**config.mk**
```make
export PLATFORM = sky130hd
export DESIGN_NAME = mire_writer
export DESIGN_NICKNAME = d
export VERILOG_FILES = /design/src/rtl/vga_pkg.sv /design/src/rtl/mire_pattern.sv /design/src/rtl/mire_writer.sv
export SDC_FILE = /design/constraint.sdc
export NUM_CORES = 1
export LEC_CHECK = 0
export CAP_MARGIN = 20
export CORE_MARGIN = 4
export CORE_UTILIZATION = 52
export DETAILED_ROUTE_END_ITERATION = 10
export PLACE_DENSITY = 0.91
export SLEW_MARGIN = 20
export SYNTH_ARGS = -nofsm -noshare
export SYNTH_HDL_FRONTEND = slang
export SYNTH_HIERARCHICAL = 1
export SYNTH_SLANG_ARGS = --single-unit
```
**constraint.sdc**
```tcl
create_clock -name clk -period 4.4 [get_ports clk]
set_input_delay 0.66 -clock clk [delete_from_list [all_inputs] [get_ports clk]]
set_output_delay 0.66 -clock clk [all_outputs]
set_load 0.1 [all_outputs]
```
**src/rtl/vga_pkg.sv**
```systemverilog
// Shared display definitions: default timing, pattern modes, Wishbone constants.
package vga_pkg;

    localparam int HDISP_DEFAULT = 800;
    localparam int VDISP_DEFAULT = 480;

    typedef enum logic [1:0] {
        GRID  = 2'd0,
        BARS  = 2'd1,
        GRAD  = 2'd2,
        SOLID = 2'd3
    } mire_mode_e;

    typedef enum logic [1:0] {
        ST_IDLE  = 2'd0,
        ST_WRITE = 2'd1,
        ST_PAUSE = 2'd2,
        ST_DONE  = 2'd3
    } mire_state_e;

    localparam logic [2:0] CTI_CLASSIC = 3'b000;
    localparam logic [1:0] BTE_LINEAR  = 2'b00;

    function automatic logic [31:0] pack_rgb(input logic [7:0] r,
                                             input logic [7:0] g,
                                             input logic [7:0] b);
        return {8'h00, r, g, b};
    endfunction

endpackage

```
**src/rtl/mire_pattern.sv**
```systemverilog
// Combinational test-pattern generator: (mode, x, y) -> {8'h00,R,G,B}.
module mire_pattern import vga_pkg::*; #(
    parameter int HDISP = HDISP_DEFAULT,
    parameter int XW    = $clog2(HDISP),
    parameter int YW    = $clog2(VDISP_DEFAULT)
) (
    input  mire_mode_e      mode,
    input  logic [XW-1:0]   x,
    input  logic [YW-1:0]   y,
    output logic [31:0]     pixel
);

    // Bar width is at least one pixel so tiny test frames still show bars.
    localparam int BAR_W = (HDISP / 8 > 0) ? HDISP / 8 : 1;

    logic [15:0] x_ext;
    logic [15:0] y_ext;
    logic [15:0] bar;
    logic [2:0]  bar_idx;

    assign x_ext = 16'(x);
    assign y_ext = 16'(y);

    // Select the pixel colour for the current mode and position.
    always_comb begin
        bar     = x_ext / 16'(BAR_W);
        bar_idx = (bar > 16'd7) ? 3'd7 : bar[2:0];
        pixel   = 32'h0;
        case (mode)
            GRID:    pixel = (x_ext[3:0] == 4'd0 || y_ext[3:0] == 4'd0)
                             ? pack_rgb(8'hFF, 8'hFF, 8'hFF) : 32'h0;
            BARS:    pixel = pack_rgb({8{bar_idx[2]}}, {8{bar_idx[1]}}, {8{bar_idx[0]}});
            GRAD:    pixel = pack_rgb(x_ext[7:0], y_ext[7:0], x_ext[7:0] ^ y_ext[7:0]);
            default: pixel = pack_rgb(8'h00, 8'h00, 8'hFF);
        endcase
    end

endmodule

```
**src/rtl/mire_writer.sv**
```systemverilog
// Wishbone B4 classic master painting one test-pattern frame into the framebuffer.
// Handshake: a write is presented while cyc=stb=1 and completes on the clock edge
// where ack=1; adr/dat_ms hold until that edge. err/rty without ack simply leave
// the write pending, so the same word is re-presented. After BURST_LEN acks the
// bus is released for PAUSE_CYCLES cycles to let the display reader in.
module mire_writer import vga_pkg::*; #(
    parameter int          HDISP        = HDISP_DEFAULT,
    parameter int          VDISP        = VDISP_DEFAULT,
    parameter logic [31:0] BASE_ADR     = 32'h0,
    parameter int          BURST_LEN    = 64,
    parameter int          PAUSE_CYCLES = 4
) (
    input  logic        clk,
    input  logic        rst_n,
    input  logic        start,
    input  logic [1:0]  mode,
    output logic        busy,
    output logic        done,
    output logic [31:0] adr,
    output logic [31:0] dat_ms,
    input  logic [31:0] dat_sm,
    output logic        we,
    output logic [3:0]  sel,
    output logic [2:0]  cti,
    output logic [1:0]  bte,
    output logic        cyc,
    output logic        stb,
    input  logic        ack,
    input  logic        err,
    input  logic        rty,
    output mire_state_e fsm_state
);

    localparam int XW = $clog2(HDISP);
    localparam int YW = $clog2(VDISP);
    localparam int BW = $clog2(BURST_LEN + 1);
    localparam int PW = $clog2(PAUSE_CYCLES + 1);

    localparam logic [XW-1:0] X_LAST = XW'(HDISP - 1);
    localparam logic [YW-1:0] Y_LAST = YW'(VDISP - 1);
    localparam logic [BW-1:0] B_LAST = BW'(BURST_LEN - 1);
    localparam logic [PW-1:0] P_LAST = PW'(PAUSE_CYCLES - 1);

    mire_state_e   state_q, state_d;
    mire_mode_e    mode_q, mode_d;
    logic [XW-1:0] x_q, x_d;
    logic [YW-1:0] y_q, y_d;
    logic [BW-1:0] burst_q, burst_d;
    logic [PW-1:0] pause_q, pause_d;
    logic [31:0]   adr_q, adr_d;
    logic [31:0]   dat_q;
    logic [31:0]   pixel_d;
    logic          load;

    // Read data is never needed; err/rty behave exactly like a missing ack.
    logic unused_inputs;
    assign unused_inputs = ^{dat_sm, err, rty};

    mire_pattern #(
        .HDISP (HDISP),
        .XW    (XW),
        .YW    (YW)
    ) u_pattern (
        .mode  (mode_d),
        .x     (x_d),
        .y     (y_d),
        .pixel (pixel_d)
    );

    // State, position, address and data registers.
    always_ff @(posedge clk or negedge rst_n) begin
        if (!rst_n) begin
            state_q <= ST_IDLE;
            mode_q  <= GRID;
            x_q     <= '0;
            y_q     <= '0;
            burst_q <= '0;
            pause_q <= '0;
            adr_q   <= BASE_ADR;
            dat_q   <= 32'h0;
        end else begin
            state_q <= state_d;
            mode_q  <= mode_d;
            x_q     <= x_d;
            y_q     <= y_d;
            burst_q <= burst_d;
            pause_q <= pause_d;
            adr_q   <= adr_d;
            if (load) dat_q <= pixel_d;
        end
    end

    // Next-state logic: frame start, pixel advance on ack, burst pauses.
    always_comb begin
        state_d = state_q;
        mode_d  = mode_q;
        x_d     = x_q;
        y_d     = y_q;
        burst_d = burst_q;
        pause_d = pause_q;
        adr_d   = adr_q;
        load    = 1'b0;
        case (state_q)
            ST_IDLE: begin
                if (start) begin
                    mode_d  = mire_mode_e'(mode);
                    x_d     = '0;
                    y_d     = '0;
                    burst_d = '0;
                    adr_d   = BASE_ADR;
                    load    = 1'b1;
                    state_d = ST_WRITE;
                end
            end
            ST_WRITE: begin
                if (ack) begin
                    load    = 1'b1;
                    adr_d   = adr_q + 32'd4;
                    burst_d = burst_q + 1'b1;
                    if (x_q == X_LAST) begin
                        x_d = '0;
                        y_d = y_q + 1'b1;
                    end else begin
                        x_d = x_q + 1'b1;
                    end
                    // Frame end wins over burst end.
                    if (x_q == X_LAST && y_q == Y_LAST) begin
                        state_d = ST_DONE;
                    end else if (burst_q == B_LAST) begin
                        pause_d = '0;
                        state_d = ST_PAUSE;
                    end
                end
            end
            ST_PAUSE: begin
                burst_d = '0;
                if (pause_q == P_LAST) state_d = ST_WRITE;
                else                   pause_d = pause_q + 1'b1;
            end
            default: begin
                state_d = ST_IDLE;
            end
        endcase
    end

    assign cyc       = (state_q == ST_WRITE);
    assign stb       = cyc;
    assign we        = cyc;
    assign sel       = 4'b1111;
    assign cti       = CTI_CLASSIC;
    assign bte       = BTE_LINEAR;
    assign busy      = (state_q == ST_WRITE) || (state_q == ST_PAUSE);
    assign done      = (state_q == ST_DONE);
    assign adr       = adr_q;
    assign dat_ms    = dat_q;
    assign fsm_state = state_q;

endmodule

```
* Yosys cells after proc, flatten, opt, wreduce, memory -nomap -nowiden
Index checks and enable logic that the tools add are counted.
** Word-level totals
- Word-level logic and storage cells :: 82
- Bits of input ports :: 40
- Output and inout port bits :: 80
- Register bits :: 97
** Operators by class
- Mux-type cells :: 33
- Equal/unequal tests :: 17
- Bitwise operators :: 1
- Add/sub/neg operators :: 5
- Div/mod/pow operators :: 1
- $lt $le $gt $ge :: 1
- Reduce and logical (&&, ||, !) cells :: 15
** Operator list (count)
- case mux 32 bit (3 select lines) :: 1
- 2-to-1 mux 32 bit :: 2
- case mux 32 bit (2 select lines) :: 1
- adder 32 x 3 -> 32 bit, second input constant :: 1
- 2-to-1 mux 10 bit :: 3
- 2-to-1 mux 9 bit :: 3
- 2-to-1 mux 24 bit :: 1
- case mux 7 bit (3 select lines) :: 1
- case mux 10 bit (2 select lines) :: 1
- case mux 9 bit (2 select lines) :: 1
- divider 10 x 7 -> 16 bit, second input constant :: 1
- greater-than comparator 16 x 3 -> 1 bit, second input constant :: 1
- 2-to-1 mux 3 bit :: 5
- 2-to-1 mux 2 bit :: 7
- 2-to-1 mux 7 bit :: 2
- adder 10 x 1 -> 10 bit, second input constant :: 1
- == test 10 bit, second input constant :: 1
- adder 9 x 1 -> 9 bit, second input constant :: 1
- == test 9 bit, second input constant :: 1
- zero test 4 bit :: 2
- inequality test 2 bit, second input constant :: 4
- AND reduction 4 bit :: 2
- bitwise XOR 8 bit :: 1
- adder 7 x 1 -> 7 bit, second input constant :: 1
- 18 further kinds :: 28

* Longest topological paths before layout
- Depth after elaboration :: 8
- Depth in mapped cells :: 17
- Depth with buffers taken out :: 14

* By module
The synthesis kept the hierarchy.
** By module, submodules not included
- mire_writer :: area an instance 4794.6 um2, seq. area each 2377.3 um2, cells an instance 458, times used 1
- mire_pattern :: area an instance 1013.5 um2, seq. area each 0.0 um2, cells an instance 150, times used 1

* Least setup slack after synthesis
Ideal clock, no wire load.
- Kind :: flip-flop to flip-flop
- From :: register state_q[0], in the netlist fsm_state[0]
- To :: register dat_q[10], in the netlist dat_ms[10]
- Buffers on the path :: 2
- Library setup time :: 0.126 ns
- Cell stages (with the launch flop) :: 15
- Path slack :: -0.553 ns
- Required time :: 4.274 ns
- Arrival :: 4.827 ns
- Cell sequence :: dfrtp_1 ha_1 buf_2 inv_1 a21oi_1 nand2_1 o21ai_0 buf_2 inv_1 a221o_1 a22oi_2 a211oi_1 o311ai_4 nand2_1 mux2_2
** On the way
- Longest elaborated chain between the ends :: 6
** RTL lines
- start, declared :: RTL line mire_writer.sv:44 : mire_state_e state_q, state_d;
- start signal, assigned :: RTL line mire_writer.sv:82 : state_q <= state_d;
- == test 2 x 1 -> 1 bit *
- via cyc :: RTL line mire_writer.sv:26 : output logic cyc,
- case mux 10 bit (2 select lines) * :: RTL line mire_writer.sv:103 : case (state_q)
- via x_d[7] :: RTL line mire_writer.sv:46 : logic [XW-1:0] x_q, x_d;
- divider 10 x 7 -> 16 bit * :: RTL line mire_pattern.sv:26 : bar = x_ext / 16'(BAR_W);
- greater-than comparator 16 x 3 -> 1 bit :: RTL line mire_pattern.sv:27 : bar_idx = (bar > 16'd7) ? 3'd7 : bar[2:0];
- 2-to-1 mux 3 bit * :: RTL line mire_pattern.sv:27
- case mux 32 bit (3 select lines) * :: RTL line mire_pattern.sv:29 : case (mode)
- via pixel_d[10] :: RTL line mire_writer.sv:52 : logic [31:0] pixel_d;
- end signal, assigned :: RTL line mire_writer.sv:89 : if (load) dat_q <= pixel_d;
- end, declared :: RTL line mire_writer.sv:51 : logic [31:0] dat_q;
Mark *: on every way through the listed nets, which the timed path passes. The rest lies on a longest branch.
A chain may end at the register's enable or synchronous reset.

* Worst setup path in the final report
- From :: register x_q[0]
- To :: register dat_q[15], in the netlist dat_ms[15]
** On the way
- Longest elaborated chain between the ends :: 8
** RTL lines
- start, declared :: RTL line mire_writer.sv:46
- start signal, assigned :: RTL line mire_writer.sv:75 : x_q <= '0;
- start signal, assigned :: RTL line mire_writer.sv:84 : x_q <= x_d;
- adder 10 x 1 -> 10 bit or == test 10 bit (tied branches) :: RTL line mire_writer.sv:124, mire_writer.sv:120
- 2-to-1 mux 10 bit * :: RTL line mire_writer.sv:120 : if (x_q == X_LAST) begin
- 2-to-1 mux 10 bit * :: RTL line mire_writer.sv:116 : if (ack) begin
- case mux 10 bit (2 select lines) * :: RTL line mire_writer.sv:103
- via x_d[8] :: RTL line mire_writer.sv:46
- divider 10 x 7 -> 16 bit * :: RTL line mire_pattern.sv:26
- greater-than comparator 16 x 3 -> 1 bit :: RTL line mire_pattern.sv:27
- 2-to-1 mux 3 bit * :: RTL line mire_pattern.sv:27
- case mux 32 bit (3 select lines) * :: RTL line mire_pattern.sv:29
- via pixel_d[15] :: RTL line mire_writer.sv:52
Mark *: on every way through the listed nets, which the timed path passes. The rest lies on a longest branch. The select of a mux whose other input is x is not followed.

==> results.json <==
{
  "fin_crit_ns": 4.06,
  "tritoncts": "built",
  "root_buffer": "clkbuf_8",
  "synth_seq_cells": 95,
  "rows": 38,
  "ys_seq_area_frac": 0.409,
  "die_x_um": 114,
  "tightest_slew_ns": 1.01,
  "die_h_um": 114,
  "htree_levels": 3,
  "hold_viol_final": 0,
  "syn_inst": 608,
  "outcome": "complete, no violations",
  "worstSetupPathType": "reg2reg",
  "synth_top_area_cell": "dfrtp_1",
  "routedWlPerCell_um": 16.6,
  "syn-cell-area_um2": 5810,
  "synth_commonest_cells": "dfrtp_1, nand2_1, nor2_1",
  "clk_pin_slew_ns": 0.09,
  "vias_per_cell": 5.87,
  "required_ns": 4.66,
  "hold_class": "in2async",
  "ioPinCount": 120,
  "synth_edf_count": 0,
  "placed_area_um2": 6780,
  "synth_top_area_share": 0.409,
  "cts_setup_buffers": 0,
  "final_area_um2": 6990,
  "avgSynthCellArea_um2": 9.55,
  "cp-start-kind": "register",
  "fin_setup_tns_ns": 0,
  "die_area_um2": 12900,
  "gr-total-overflow": 0,
  "endpoint_kind": "register",
  "nNetsFinal": 745,
  "ys.flop_type": "dfrtp_1",
  "grt_first_pass_wirelength_um": 24000,
  "fillers": 880,
  "synth_cell_types": 71,
  "critPathMaxFanout": 8,
  "synthArstFlopShare": 1.00,
  "drive_above_1_share": 0.166,
  "vias": 4933,
  "first_pass_iters": 5,
  "core_um2": 10900,
  "p_leak_nw": 3.06,
  "route.detailed.drc": 0,
  "clock_latency_ns": 0.37,
  "arrival_ns": 4.32,
  "final-setup-viol-count": 0,
  "post-route-period-util": 0.923,
  "antenna_left": 0,
  "cts_buffer_depth": 2,
  "relSlewSlack": 0.326,
  "rsz0062_at_grt": "false",
  "p_per_area_nw_per_um2": 683,
  "ys_warn_count": 6,
  "clkSinkCount": 95,
  "initial_core_util": 0.533,
  "io_buffers": 74,
  "vdd_drop_max_uv": 896,
  "grt_use_total": 0.225,
  "cts-resized-gates": 0,
  "finalWeightedCongestion": 0.864,
  "totalWireLength_um": 13900,
  "dpl.hpwl_um": 10000,
  "yosysMostFrequentCell": "dfrtp_1",
  "fmax_mhz": 246,
  "grt_max_degree": 63,
  "drv_cap": 0,
  "area_growth_pct": 20.4,
  "ctsHoldBuffers": 0,
  "detail_route.iter0.violations": 322,
  "synth_area_leaders": "dfrtp_1, mux2_2, xor2_1, nand2_1, buf_4",
  "antenna_cells": 0,
  "fin_skew_ns": 0.0139,
  "drv_slew": 0,
  "cts_buffers": 9,
  "grt_pass1_vias": 4955,
  "antenna_found_initial": 0
}
==> metrics by stage <==
step	hold WS, ns	instances	setup WS, ns	util	total power (W)
2_1_floorplan	0.364	624	0.294	-	0.00349
3_3_place_gp	0.472	824	0.116	0.622	0.00411
3_5_place_dp	0.489	824	0.0304	0.623	0.00417
4_1_cts	0.378	840	0.391	0.642	0.00480
5_1_grt	0.412	840	0.0388	0.642	0.00504
6_report	0.358	840	0.340	0.642	0.00478
==> kinds of logic after synthesis <==
family,Yosys count,synth area share
other,3,0.00194
XOR/XNOR,44,0.0664
multiplexers,38,0.0728
adder cells (fa/ha/maj),10,0.0215
flip-flops,95,0.409
AND/OR/NAND/NOR,217,0.202
buffers and inverters,70,0.0698
AO/OA/AOI/OAI,131,0.156
==> final timing paths <==
| kind | slack [ns] | depth (start not counted) | from | endpoint |
|---|---|---|---|---|
| worst max-delay path | 0.34 | 17 | x_q[0] | dat_ms[15] |
| worst min register to register | 0.51 | 1 | pause_q[2] | pause_q[2] |
| min in group clk | 0.51 | 1 | pause_q[2] | pause_q[2] |
| max in group asynchronous | 3.09 | 2 | rst_n | burst_q[2] |
| worst max register to register | 0.34 | 17 | x_q[0] | dat_ms[15] |
| worst min-delay path | 0.36 | 1 | rst_n | dat_ms[28] |
==> flip-flops by register name (all words and copies together) (netlist names) <==
signal,cells
x_q,10
adr,30
pause_q,3
dat_ms,32
mode_q,2
fsm_state,2
y_q,9
burst_q,7
==> worst max-delay path, stage by stage (launching register included) <==
cell and delay (ns):
dfrtp_1 0.43, ha_1 0.29, nand4b_1 0.23, o41ai_1 0.36, buf_4 0.20, a31oi_1 0.04
o21ai_0 0.15, o31ai_1 0.17, buf_4 0.19, buf_4 0.14, and3b_1 0.17, a221o_1 0.33
a22oi_2 0.26, a211oi_1 0.17, o311ai_4 0.29, buf_4 0.20, nand2_1 0.06, mux2_2 0.27
==> report_power, final <==
group / switching (W) / internal, W / leakage [nW]
Clock: 0.000314 / 0.000298 / 0.106
Combinational: 0.00214 / 0.000832 / 1.69
Sequential: 0.000126 / 0.00106 / 1.27
==> per-layer routing <==
metal,vias to the layer above,track usage,routed length (µm)
li1,2344,-,-
met1,2418,0.285,5970
met2,150,0.381,6980
met3,21,0.0552,791
met4,0,0.0665,177
met5,-,0,0
==> cell usage in the layout, fill, tap and decap left out, types with 6 or more instances in the layout <==
master / count
nand4_1: 23
xnor2_1: 13
nand2b_1: 6
nand3_1: 16
a21o_1: 9
o21ai_0: 23
and3_1: 9
ha_1: 9
a31oi_1: 12
clkbuf_8: 11
nor3_1: 11
o22ai_1: 6
clkdlybuf4s50_1: 73
mux2_2: 34
a21oi_1: 28
nand2_1: 62
a32oi_1: 9
buf_4: 42
nor2_1: 45
dfrtp_1: 93
xor2_1: 31
conb_1: 19
inv_1: 14
==> area by class of cell <==
type,count,area [µm²],share of cell area
Clock inverter,5,63.8,0.00912
Timing Repair Buffer,115,1050,0.150
Inverter,15,56.3,0.00805
Sequential cell,95,2380,0.340
Clock buffer,11,151,0.0216
Multi-Input combinational cell,459,3120,0.446
Tap cell,140,175,0.0250
Note: power is estimated with default switching activity, not from simulation.
